==> config.mk <==
export PLATFORM = sky130hd
export DESIGN_NAME = code_lock_fsm
export DESIGN_NICKNAME = d
export VERILOG_FILES = /design/src/rtl/code_lock_pkg.sv /design/src/rtl/code_lock_fsm_entry_sreg.sv /design/src/rtl/code_lock_fsm.sv
export SDC_FILE = /design/constraint.sdc
export NUM_CORES = 1
export LEC_CHECK = 0
export ABC_AREA = 0
export CAP_MARGIN = 15
export CORE_ASPECT_RATIO = 1.25
export CORE_MARGIN = 10
export CORE_UTILIZATION = 56
export CTS_CLUSTER_SIZE = 28
export DETAILED_ROUTE_END_ITERATION = 6
export GPL_TIMING_DRIVEN = 1
export PLACE_DENSITY = 0.78
export REMOVE_ABC_BUFFERS = 1
export SETUP_SLACK_MARGIN = 0.2
export SLEW_MARGIN = 15
export SYNTH_ARGS = -nofsm -noshare
export SYNTH_HDL_FRONTEND = slang
export SYNTH_HIERARCHICAL = 1
export SYNTH_SLANG_ARGS = --single-unit
==> constraint.sdc <==
create_clock -name clk -period 2.4 [get_ports clk]
set_input_delay 0.24 -clock clk [delete_from_list [all_inputs] [get_ports clk]]
set_output_delay 0.24 -clock clk [all_outputs]
set_load 0.02 [all_outputs]
==> src/rtl/code_lock_pkg.sv <==
// Shared types and helpers for the serial code-entry lock.
// State encoding is fixed for the debug port.
package code_lock_pkg;

    localparam int STATE_W = 2;

    typedef enum logic [STATE_W-1:0] {
        IDLE = 2'd0,
        CHG  = 2'd1,
        LOCK = 2'd2
    } state_e;

    function automatic int cnt_w(input int code_w);
        return $clog2(code_w + 1);
    endfunction

endpackage

==> src/rtl/code_lock_fsm_entry_sreg.sv <==
// Entry shift register with saturating bit count and overflow flag.
// An entry is only usable when exactly CODE_W bits arrived.
module entry_sreg
    import code_lock_pkg::*;
#(
    parameter int CODE_W = 4
) (
    input  logic              clk,
    input  logic              rst_n,
    input  logic              bit_valid,
    input  logic              bit_in,
    input  logic              clear,
    output logic [CODE_W-1:0] shreg,
    output logic              valid_len
);

    localparam int CW = cnt_w(CODE_W);
    localparam logic [CW-1:0] FULL = CW'(CODE_W);

    logic [CW-1:0] cnt;
    logic          ovf;

    always_ff @(posedge clk or negedge rst_n) begin
        if (!rst_n) begin
            shreg <= '0;
            cnt   <= '0;
            ovf   <= 1'b0;
        end else if (clear) begin
            shreg <= '0;
            cnt   <= '0;
            ovf   <= 1'b0;
        end else if (bit_valid) begin
            shreg <= {shreg[CODE_W-2:0], bit_in};
            if (cnt == FULL) begin
                ovf <= 1'b1;
            end else begin
                cnt <= cnt + 1'b1;
            end
        end
    end

    assign valid_len = (cnt == FULL) && !ovf;

endmodule

==> src/rtl/code_lock_fsm.sv <==
// Programmable code lock: entry check, in-field code change, lockout.
// Pulses and state are registered; locked follows the LOCK state.
module code_lock_fsm
    import code_lock_pkg::*;
#(
    parameter int                CODE_W       = 4,
    parameter int                MAX_FAIL     = 3,
    parameter int                LOCK_CYCLES  = 16,
    parameter logic [CODE_W-1:0] DEFAULT_CODE = 4'b0101
) (
    input  logic               clk,
    input  logic               rst_n,
    input  logic               bit_valid,
    input  logic               bit_in,
    input  logic               confirm,
    input  logic               change_req,
    output logic               unlock,
    output logic               fail,
    output logic               chg_ok,
    output logic               locked,
    output logic [STATE_W-1:0] state_o
);

    localparam int FW = $clog2(MAX_FAIL + 1);
    localparam int TW = $clog2(LOCK_CYCLES + 1);
    localparam logic [FW-1:0] MAXF  = FW'(MAX_FAIL);
    localparam logic [TW-1:0] LOCKT = TW'(LOCK_CYCLES);
    localparam logic [TW-1:0] T_ONE = TW'(1);

    localparam logic [STATE_W-1:0] S_IDLE = IDLE;
    localparam logic [STATE_W-1:0] S_CHG  = CHG;
    localparam logic [STATE_W-1:0] S_LOCK = LOCK;

    logic [STATE_W-1:0] state;
    logic [CODE_W-1:0]  code;
    logic [FW-1:0]      fail_cnt;
    logic [FW-1:0]      fail_nxt;
    logic [TW-1:0]      timer;
    logic [CODE_W-1:0]  shreg;
    logic               valid_len;
    logic               match;
    logic               active;
    logic               st_idle;
    logic               st_chg;
    logic               st_lock;

    assign st_idle  = (state == S_IDLE);
    assign st_chg   = (state == S_CHG);
    assign st_lock  = (state == S_LOCK);
    assign active   = !st_lock;
    assign match    = valid_len && (shreg == code);
    assign fail_nxt = fail_cnt + 1'b1;

    // Entry is frozen during lockout; confirm beats a same-cycle bit.
    entry_sreg #(
        .CODE_W(CODE_W)
    ) u_entry (
        .clk      (clk),
        .rst_n    (rst_n),
        .bit_valid(bit_valid && active),
        .bit_in   (bit_in),
        .clear    (confirm && active),
        .shreg    (shreg),
        .valid_len(valid_len)
    );

    always_ff @(posedge clk or negedge rst_n) begin
        if (!rst_n) begin
            state    <= S_IDLE;
            code     <= DEFAULT_CODE;
            fail_cnt <= '0;
            timer    <= '0;
            unlock   <= 1'b0;
            fail     <= 1'b0;
            chg_ok   <= 1'b0;
        end else begin
            unlock <= 1'b0;
            fail   <= 1'b0;
            chg_ok <= 1'b0;
            unique case (1'b1)
                st_idle: begin
                    if (confirm) begin
                        if (match) begin
                            fail_cnt <= '0;
                            if (change_req) begin
                                state <= S_CHG;
                            end else begin
                                unlock <= 1'b1;
                            end
                        end else begin
                            fail     <= 1'b1;
                            fail_cnt <= fail_nxt;
                            if (fail_nxt == MAXF) begin
                                state <= S_LOCK;
                                timer <= LOCKT;
                            end
                        end
                    end
                end
                st_chg: begin
                    if (confirm) begin
                        state <= S_IDLE;
                        if (valid_len) begin
                            code   <= shreg;
                            chg_ok <= 1'b1;
                        end else begin
                            fail <= 1'b1;
                        end
                    end
                end
                st_lock: begin
                    timer <= timer - 1'b1;
                    if (timer == T_ONE) begin
                        state    <= S_IDLE;
                        fail_cnt <= '0;
                    end
                end
                default: begin
                    state <= S_IDLE;
                end
            endcase
        end
    end

    assign locked  = st_lock;
    assign state_o = state;

endmodule
-- After elaboration in Yosys (flattened, before gate mapping)
Cells that the tools add are included.
- register bits after elaboration: 24
- word-level logic and storage cells: 77
- equality and inequality tests: 14
- muxes and demuxes: 34
- reduce and logical (&&, ||, !) cells: 16
- add/subtract/negate cells: 3
- operator list (cell ; number):
    two-way mux 2 bit ; 8
    two-way mux 5 bit ; 3
    two-way mux 1 bit ; 14
    one-hot mux 5 bit (2 select lines) ; 1
    two-way mux 3 bit ; 3
    two-way mux 4 bit ; 2
    inequality test 2 x 1 -> 1 bit, second input constant ; 3
    inequality test 2 bit, second input constant ; 3
    one-hot mux 2 bit (3 select lines) ; 1
    AND reduction 3 bit ; 2
    nonzero test 2 bit ; 3
    equality test 5 x 1 -> 1 bit, second input constant ; 1
    AND reduction 5 bit ; 1
    subtractor 5 x 1 -> 5 bit, second input constant ; 1
    equality test 2 bit, second input constant ; 2
    equality test 4 bit ; 1
    logical AND 1 bit ; 4
    one-hot mux 2 bit (2 select lines) ; 1
    AND reduction 2 bit ; 2
    AND reduction 4 bit ; 1
    adder 3 x 1 -> 3 bit, second input constant ; 1
    equality test 3 bit, second input constant ; 1
    inequality test 3 x 2 -> 1 bit, second input constant ; 1
    inequality test 3 bit, second input constant ; 1
    5 further kinds ; 6

-- Logic depth before layout (Yosys ltp)
Gate-level depths: netlist of run 1.
- depth after elaboration: 6
- gate-level depth with buffers: 8
- mapped depth without buffers: 8

-- Hierarchy
The synthesis of run 1 kept the hierarchy.
- modules (own cells, without submodules) (module ; times used ; sequential area each (µm²) ; cells each ; area an instance (µm²)):
    code_lock_fsm ; 1 ; 402.9 ; 85 ; 893.4
    entry_sreg ; 1 ; 200.2 ; 36 ; 415.4

-- Worst setup path after synthesis of run 1
OpenSTA, ideal clock, no wires.
- path kind: reg2reg
- start point: register state[0], in the netlist state_o[0]
- end point: register u_entry.cnt[0]
- clock period less this slack: 1.830 ns
- arrival time: 1.705 ns
- stages on the path, launching flop included: 8
- data required time: 2.275 ns
- setup slack: 0.570 ns
- library setup time: 0.125 ns
- path through: dfrtp_1 -> buf_4 -> nand2b_1 -> buf_6 -> and2_1 -> buf_6 -> a21boi_4 -> mux2_4
- longest elaborated chain between the ends: 5
- elaborated cells between the ends (all ways): 8
- those cells by class: 2 x eq/ne; 1 x mux; 5 x reduce/logical
- RTL lines (element ; RTL line ; RTL):
    start: declaration ; code_lock_fsm.sv:34 ; logic [STATE_W-1:0] state;
    start signal: assignment ; code_lock_fsm.sv:69 ; state <= S_IDLE;
    start signal: assignment ; code_lock_fsm.sv:86 ; state <= S_CHG;
    start signal: assignment ; code_lock_fsm.sv:94 ; state <= S_LOCK;
    equality test 2 bit * ; code_lock_fsm.sv:49 ; assign st_lock = (state == S_LOCK);
    zero test 1 bit * ; code_lock_fsm.sv:50 ; assign active = !st_lock;
    logical AND 1 bit (on tied branches) ; code_lock_fsm.sv:62, code_lock_fsm.sv:60 ;
    inequality test 2 x 1 -> 1 bit (no line) or nonzero test 2 bit (tied branches) ; - ;
    AND reduction 2 bit (no line) ; - ;
    end signal: assignment ; code_lock_fsm_entry_sreg.sv:37 ; cnt <= cnt + 1'b1;
    end: declaration ; code_lock_fsm_entry_sreg.sv:20 ; logic [CW-1:0] cnt;
Mark *: on every way between the ends. The rest lies on a longest branch, timed or not.
A chain may end at the register's enable or synchronous reset.

-- Worst setup path in the final report of run 1
- start point: register state[0], in the netlist state_o[0]
- end point: output locked
- longest elaborated chain between the ends: 1
- RTL lines (element ; RTL line ; RTL):
    equality test 2 bit ; code_lock_fsm.sv:49 ;
    end: declaration ; code_lock_fsm.sv:20 ; output logic locked,
Every way passes these cells.

==> results of run 1 <==
[Yosys cell counts, types with 2 or more instances]
cell / count / area, um^2
a21oi_1: 5 / 25.0
and2_1: 2 / 12.5
buf_6: 3 / 33.8
dfrtp_1: 22 / 551
dfstp_2: 2 / 52.6
ha_1: 5 / 62.6
inv_1: 9 / 33.8
mux2i_1: 7 / 70.1
nand2_1: 15 / 56.3
nand2b_1: 4 / 25.0
nand3_1: 3 / 15.0
nand4b_1: 2 / 17.5
nor2_1: 8 / 30.0
nor3_1: 2 / 10.0
nor4b_1: 2 / 17.5
o21ai_0: 2 / 10.0
xor2_1: 3 / 26.3
[per-stage QoR]
step | total power, mW | hold slack (ns) | worst slack (ns) | std cells | instance area, um^2
after global placement | 1.26 | 0.455 | 0.518 | 162 | 1440
after floorplan | 1.08 | -0.0556 | 0.465 | 117 | 1270
final | 1.58 | 0.309 | 0.389 | 166 | 1500
after CTS | 1.58 | 0.332 | 0.272 | 166 | 1490
after detailed placement | 1.28 | 0.462 | 0.441 | 162 | 1440
after global routing | 1.70 | 0.339 | 0.257 | 166 | 1500
[layout make-up]
| cell class | count | area (um^2) | area share |
|---|---|---|---|
| multi-input cells | 84 | 638 | 0.426 |
| flip-flops and latches | 24 | 603 | 0.402 |
| repair buffers | 14 | 133 | 0.0885 |
| well taps | 31 | 38.8 | 0.0259 |
| inverters | 9 | 33.8 | 0.0225 |
| clock inverters | 1 | 30.0 | 0.0200 |
| clock buffers | 3 | 22.5 | 0.0150 |
[worst max-delay path, cell delays in order, from the launching register on]
cell             delay [ns]
dfrtp_1                0.52
nand2b_4               0.25
inv_1                  0.08
clkdlybuf4s50_1        0.60
[state kept, by name, summed over array words and instances (netlist names)]
signal	cells
chg_ok	1
code	4
fail	1
fail_cnt	2
state_o	2
timer	5
u_entry/cnt	3
u_entry/ovf	1
u_entry/shreg	4
unlock	1
[how the worst max path moves through the flow]
| stage | to | cells past startpoint |
|---|---|---|
| 3_3_place_gp | timer[2] | 7 |
| 2_1_floorplan | u_entry/cnt[0] | 4 |
| 4_1_cts | locked | 3 |
| 3_5_place_dp | timer[4] | 6 |
| 5_1_grt | timer[2] | 7 |
| 6_report | locked | 3 |
[power by group through the flow]
stage	Sequential (mW)	Clock, mW	Combinational (mW)
2_1_floorplan	0.626	0	0.453
3_3_place_gp	0.630	0	0.625
3_5_place_dp	0.640	0	0.641
4_1_cts	0.636	0.299	0.649
5_1_grt	0.655	0.320	0.722
6_report	0.639	0.293	0.645
[timing repair]
item | 4_1_cts | 5_1_grt
hold buffers | 0 | 0
resized for setup | 1 | 1
setup endpoints to repair | 1 | 1
[cells by family after synthesis]
logic type,Yosys count,synth area share
and+or+nand+nor,48,0.211
DFF,24,0.461
AOI/OAI and AO/OA,18,0.122
buffers and inverters,13,0.0574
muxes,9,0.0736
adders and majority gates,5,0.0478
xor gates and xnor gates,4,0.0268
[metal layers]
metal / share of wire / wire length (um) / track usage / vias up
li1: - / - / - / 450
met1: 0.43 / 1060 / 0.121 / 458
met2: 0.51 / 1270 / 0.198 / 18
met3: 0.031 / 75 / 0.0225 / 6
met4: 0.025 / 62 / 0.0608 / 0
met5: 0 / 0 / 0 / -
==> flow_summary_export.csv, run 1 <==
group,metric,value,unit
run_status,status,"finished clean",
power_and_ir_drop,pwr-share-comb,0.409,
setup_path,reg2reg_from,"u_entry/cnt[0]",
logic_synthesis,ys_types,42,
grt,grtUsageTotal,0.110,
route,wirelength,2.46,mm
logic_synthesis,avgSynthCellArea,10.8,um^2
power_and_ir_drop,power.leakage,0.694,nW
layout,area_growth,14.5,%
grt,grt_pass1_vias,926,
logic_synthesis,synth_edf_count,0,
sta,hold_viol,0,
power_and_ir_drop,power.internal,0.992,mW
placed_design,dp_hpwl,1.88,mm
power_and_ir_drop,switching_share,0.371,
route,num_vias,932,
sta,worstMarginPinSlew,0.680,ns
setup_path,r2r_end,"timer[2]",
sta,finalCritPeriodShare,0.838,
power_and_ir_drop,power.density,1050,nW/um^2
sta,clock.fmax,497,MHz
power_and_ir_drop,ir_drop,0.597,mV
setup_path,worstSetupPathType,"reg -> out",
route,drt-initial-drc-count,22,
layout,final_layout_size_suffix_gt1_frac,0.148,
layout,layout_commonest_cell,"dfrtp_1",
route,drtAntennaViolNets,0,
logic_synthesis,synth_area,1310,um^2
logic_synthesis,syn_inst,121,
floorplan,die-area,4680,um^2
sta,rsz0062_at_grt,"no",
clock_network,cts-root-buf,"clkbuf_4",
layout,layout_common_cells,"dfrtp_1, nand2_1, clkdlybuf4s50_1",
logic_synthesis,yosys_warnings,6,
route,firstDrtPassIters,4,
clock_network,clk_pin_slew,0.14,ns
placed_design,gp_congestion,0.834,
clock_network,clk_latency,0.32,ns
setup_path,start_kind,"register",
sta,fin_crit,2.01,ns
power_and_ir_drop,p_clk_frac,0.186,
setup_path,reg2reg_slack,0.47,ns
worst_hold_path,hold_class,"in -> async",
grt,grt_antenna_before_repair,0,
route,drc,0,
logic_synthesis,synthFlopType,"dfrtp_1",
setup_path,crit_arrival,1.77,ns
clock_network,clock_sinks,24,
setup_path,cp_data_required_time,2.16,ns
sta,maxSlewViolCount,0,
setup_path,crit_fanout,13,
layout,finalCoreUtilization,0.678,
floorplan,coreArea,2210,um^2
clock_network,clockBufferDepth,2,
sta,fin_tns_setup,0,ns
setup_path,reg2reg_depth,7,
job,cap_violations,0,
setup_path,crit_path_end_kind,"output port",
clock_network,cts_buffers,3,
floorplan,initial_core_util,0.592,
logic_synthesis,ys_seq_area_frac,0.461,
sta,setup_viol,0,
power_and_ir_drop,sequentialPowerShare,0.405,
floorplan,num_io_pins,12,
layout,n_fill_cell,182,
floorplan,die_y,74.1,um
sta,slew_headroom,0.545,
logic_synthesis,ys_ff_latch,24,
route,routedWlPerCell,14.8,um
floorplan,die_w,63.2,um
power_and_ir_drop,p_sw,0.585,mW
logic_synthesis,ys_async_sr_fraction,1.00,
grt,grt_pass1_wl,4.17,mm
clock_network,post_cts_buffers,0,
layout,antenna_cells,0,
clock_network,cts.htree.levels,1,
floorplan,rows,19,
setup_path,startpoint,"state_o[0]",
clock_network,tritoncts,"done",
placed_design,numPortBuffers,11,
sta,skew,0.00981,ns
grt,grt_overflow,0,
grt,grt_max_degree,16,
route,viasPerCell,5.61,
layout,nets,147,
Power figures use the tool's default switching activity.
==> run 2, diff against run 1 <==
--- a/config.mk
+++ b/config.mk
@@ -9,11 +9,11 @@
 export CAP_MARGIN = 15
 export CORE_ASPECT_RATIO = 1.25
 export CORE_MARGIN = 10
-export CORE_UTILIZATION = 56
+export CORE_UTILIZATION = 50
 export CTS_CLUSTER_SIZE = 28
 export DETAILED_ROUTE_END_ITERATION = 6
 export GPL_TIMING_DRIVEN = 1
-export PLACE_DENSITY = 0.78
+export PLACE_DENSITY = 0.74
 export REMOVE_ABC_BUFFERS = 1
 export SETUP_SLACK_MARGIN = 0.2
 export SLEW_MARGIN = 15
==> constraint.sdc (replaced) <==
create_clock -name clk -period 1.75 [get_ports clk]
set_input_delay 0.175 -clock clk [delete_from_list [all_inputs] [get_ports clk]]
set_output_delay 0.175 -clock clk [all_outputs]
set_load 0.02 [all_outputs]
==> flow_summary_export.csv, run 2 (synthesis results as in run 1) <==
group,metric,value,unit
power_and_ir_drop,power.internal,1.54,mW
clock_network,cts.htree.levels,1,
grt,grtUsageMet3,0.0291,
route,viasPerCell,5.41,
clock_network,clockBufferDepth,2,
sta,clock.fmax,573,MHz
job,cap_violations,0,
floorplan,initial_core_util,0.528,
grt,use_met2,0.200,
placed_design,dp_hpwl,1.98,mm
setup_path,crit_path_end_kind,"register",
setup_path,start_kind,"register",
clock_network,clock_sinks,24,
placed_design,placed_area,1550,um^2
layout,nets,167,
sta,slew_headroom,0.736,
floorplan,coreArea,2480,um^2
placed_design,gp_congestion,0.910,
power_and_ir_drop,p_clk_frac,0.160,
clock_network,clk_pin_slew,0.13,ns
power_and_ir_drop,p_sw,0.936,mW
layout,layout.cells.non_filler,188,
layout,final_layout_size_suffix_gt1_frac,0.323,
sta,setup_viol,0,
worst_hold_path,hold_class,"in -> async",
floorplan,die-area,5080,um^2
clock_network,tritoncts,"done",
layout,register_area,604,um^2
floorplan,die_y,77.2,um
setup_path,crit_fanout,4,
power_and_ir_drop,ir_drop,1.07,mV
route,drtAntennaViolNets,0,
sta,hold_ws,0.216,ns
grt,grt_antenna_before_repair,0,
floorplan,rows,20,
grt,busiest_layer,"met2",
layout,area_growth,31.8,%
sta,skew,0.00413,ns
route,firstDrtPassIters,4,
layout,largest_reg_flops,5,
power_and_ir_drop,pwr-share-comb,0.494,
route,num_vias,1018,
layout,multiInputGateArea,706,um^2
grt,grt_pass1_wl,4.77,mm
power_and_ir_drop,power.density,1430,nW/um^2
layout,layout_common_cells,"dfrtp_1, buf_4, nand2_1",
layout,largestRegisters,"timer x5, code x4, u_entry/shreg x4",
layout,top_register,"timer",
power_and_ir_drop,switching_share,0.378,
clock_network,clk_latency,0.31,ns
grt,grt_max_degree,25,
power_and_ir_drop,sequentialPowerShare,0.346,
clock_network,cts_buffers,3,
floorplan,die_w,65.8,um
setup_path,cp_data_required_time,1.97,ns
run_status,status,"finished clean",
sta,fin_crit,1.74,ns
sta,maxSlewViolCount,0,
placed_design,numPortBuffers,11,
layout,finalCoreUtilization,0.696,
sta,rsz0062_at_grt,"yes",
grt,grtUsageTotal,0.117,
sta,worstMarginPinSlew,0.395,ns
grt,use_met1,0.129,
placed_design,dpl.cell_count,178,
sta,fin_tns_setup,0,ns
route,routedWlPerCell,15.3,um
layout,final_area,1730,um^2
grt,grt_overflow,0,
grt,grt_pass1_vias,1026,
clock_network,ctsHoldBuffers,0,
layout,antenna_cells,0,
route,drc,0,
route,wirelength,2.87,mm
setup_path,crit_arrival,1.96,ns
route,drt-initial-drc-count,41,
clock_network,cts-root-buf,"clkbuf_4",
sta,hold_viol,0,
layout,n_fill_cell,168,
sta,finalCritPeriodShare,0.997,
power_and_ir_drop,power.leakage,0.812,nW
setup_path,worstSetupPathType,"reg -> reg",
floorplan,num_io_pins,12,
## run 2: changes by cell type in the layout (fill, tap and decap cells not counted), moves of 2 or more
| cell | change |
|---|---|
| nand3_1 | -2 |
| o21ai_0 | -2 |
| buf_6 | +2 |
| dlygate4sd2_1 | +2 |
| o21ai_1 | +2 |
| buf_4 | +18 |
| clkdlybuf4s50_1 | -2 |
| nand3_2 | +2 |
## run 2: final timing paths
kind	start	depth (start not counted)	slack, ns	end
worst max-delay path	code[0]	5	0.006	timer[2]
worst min-delay path	rst_n	2	0.22	state_o[1]
worst max register to register	code[0]	5	0.006	timer[2]
worst min register to register	code[0]	2	0.48	code[0]
max in group asynchronous	rst_n	2	1.25	code[2]
min in group clk	change_req	2	0.43	unlock
## run 2: final cells by class
type	instances	area share
Multi-Input combinational cell	84	0.409
Sequential cell	24	0.350
Timing Repair Buffer	34	0.167
Tap cell	33	0.0239
Inverter	9	0.0196
Clock inverter	1	0.0174
Clock buffer	3	0.0131
## run 2: critical path, cell delays in order (launching register included)
cell      delay [ns]
dfstp_2         0.56
xor2_1          0.16
nor3_2          0.10
and4b_4         0.20
o41a_1          0.41
a311oi_2        0.23
## run 2: repair_timing
| action | in CTS | in global routing |
|---|---|---|
| setup buffers | 4 | 2 |
| pin swaps | 8 | 2 |
| gates resized for setup | 14 | 7 |
| endpoints found under the setup margin | 18 | 17 |
## run 2: layer usage
layer	wire length, um	up-vias	part of all wire
met5	0	-	0
met4	49	0	0.017
met3	149	6	0.052
met2	1490	17	0.52
met1	1180	508	0.41
li1	-	487	-
## run 2: per-stage QoR
| step | worst slack, ns | total power [mW] |
|---|---|---|
| 5_1_grt | -0.0735 | 2.64 |
| 2_1_floorplan | -0.185 | 1.48 |
| 4_1_cts | 0.0101 | 2.41 |
| 6_report | 0.00582 | 2.47 |
| 3_3_place_gp | 0.0307 | 1.86 |
| 3_5_place_dp | -0.0283 | 1.91 |
## run 2: power groups by stage
stage / clock (mW) / sequential [mW] / combinational [mW]
2_1_floorplan: 0 / 0.858 / 0.621
3_3_place_gp: 0 / 0.831 / 1.03
3_5_place_dp: 0 / 0.841 / 1.07
4_1_cts: 0.409 / 0.840 / 1.16
5_1_grt: 0.431 / 0.875 / 1.33
6_report: 0.397 / 0.855 / 1.22
==> RTL change, RTL diff (config.mk and constraints of run 2) <==
One comparison of `cnt` changes from == to >=.
--- a/src/rtl/code_lock_fsm_entry_sreg.sv
+++ b/src/rtl/code_lock_fsm_entry_sreg.sv
@@ -33,3 +33,3 @@
             shreg <= {shreg[CODE_W-2:0], bit_in};
-            if (cnt == FULL) begin
+            if (cnt >= FULL) begin
                 ovf <= 1'b1;
Formal check against the unedited RTL: same outputs for any inputs over 10 cycles, from zero or initial values and one cycle with rst_n low; that may be too few to reach the edited logic, so the function may still have changed.
==> RTL change against run 2 <==
Worst setup slack gained 0.071 ns. Die area decreased by 1.6%. Sequential cell count did not move. Critical path depth did not move. Global-route usage down 0.54 points. Cell count decreased by 2.1%. First-iteration DRC count shrank 54%. Critical path type unchanged. Largest power group unchanged. Routed wire length fell by 1.0%. Synthesized area fell by 2.2%. Power is 1.0% lower. Final area fell by 2.0%. Non-clock buffer count fell by 2. Sequential power increased by 1%.
==> RTL change: results (changes against run 2) <==
| Metric | Value |
|---|---|
| Status | `finished clean` |
| Worst slew margin | `65.8% (-7.9 points)` |
| Drt via density | `5.42 (+0.17%)` |
| VDD IR max | `0.870 mV (-19%)` |
| Final Wtd Congestion | `0.855 (-6.1%)` |
| Crit path DAT | `1.91 ns (-0.05 ns)` |
| DR iter-0 viols | `19 (-54%)` |
| First-pass GRT wire length | `4590 µm (-3.9%)` |
| Fill count | `194 (+15%)` |
| M3 GR Usage | `2.65% (-0.26 points)` |
| Final Skew | `0.00514 ns (+0.00102 ns)` |
| Clock Latency Late Sink | `0.32 ns` |
| Number of post-CTS setup repair buffers | `3 (-1)` |
| Mux share of post-synthesis cell area | `6.74% (-0.62 points)` |
| Post-synthesis area per instance | `10.8 µm² (-0.56%)` |
| Post-DP HPWL | `1890 µm (-4.3%)` |
| Dpl cells | `175 (-1.7%)` |
| GR Util All Layers | `11.1% (-0.54 points)` |
| CP delay by family, top | `flip-flops` |
| CP max stage delay | `0.59 ns (+0.03 ns)` |
| PostCTS Resize Cnt | `15 (+1)` |
| DP Area | `1520 µm² (-1.9%)` |
| Total Wirelength | `2840 µm (-1.0%)` |
| Sequential fraction of the synthesis area | `47.1% (+1.0 points)` |
| Synth Area in Compound Gates | `11.5% (-0.70 points)` |
| Flop pwr share | `35.4% (+0.8 points)` |
| Leakage | `0.784 nW (-3.4%)` |
| Synth Area in XOR/XNOR | `2.74% (+0.060 points)` |
| Combinational power share | `47.9% (-1.5 points)` |
| Synth area leaders | `dfrtp_1 (43%), ha_1 (4.9%), mux2i_1 (4.7%)` |
| Commonest cells post-synth | `dfrtp_1 (22), nand2_1 (15), inv_1 (9), nor2_1 (9)` |
| GRT met2 Usage | `19.3% (-0.69 points)` |
| Vias in the first global route | `1067 (+4.0%)` |
| Switch Pwr | `917 µW (-2.0%)` |
| Comb power | `1.17 mW (-4%)` |
| Synth Area in Adders | `4.89% (+0.11 points)` |
| Final net count | `163 (-2.4%)` |
| Met1 Usage GRT | `11.9% (-0.99 points)` |
## RTL change: path summary, 6_finish.rpt
kind | from | endpoint | slack (ns) | cells after the start
max | code[2] | timer[2] | 0.08 | 5
min | rst_n | fail | 0.19 | 2
max reg2reg | code[2] | timer[2] | 0.08 | 5
min reg2reg | code[2] | code[2] | 0.50 | 2
max in group asynchronous | rst_n | code[2] | 1.27 | 2
min in group clk | change_req | unlock | 0.42 | 2
## RTL change: metal layers
layer | up-vias | routed length (µm)
li1 | 475 | -
met1 | 503 | 1170
met2 | 16 | 1520
met3 | 4 | 108
met4 | 0 | 44
met5 | - | 0
## RTL change: cell type report
cell class                      count  area [µm²]  area share (%)
Clock buffer                        3        22.5            1.33
Tap cell                           33        41.3            2.44
Clock inverter                      1        30.0            1.78
Inverter                            9        33.8            2.00
Timing Repair Buffer               32         260            15.4
Sequential cell                    24         606            35.8
Multi-Input combinational cell     82         697            41.2
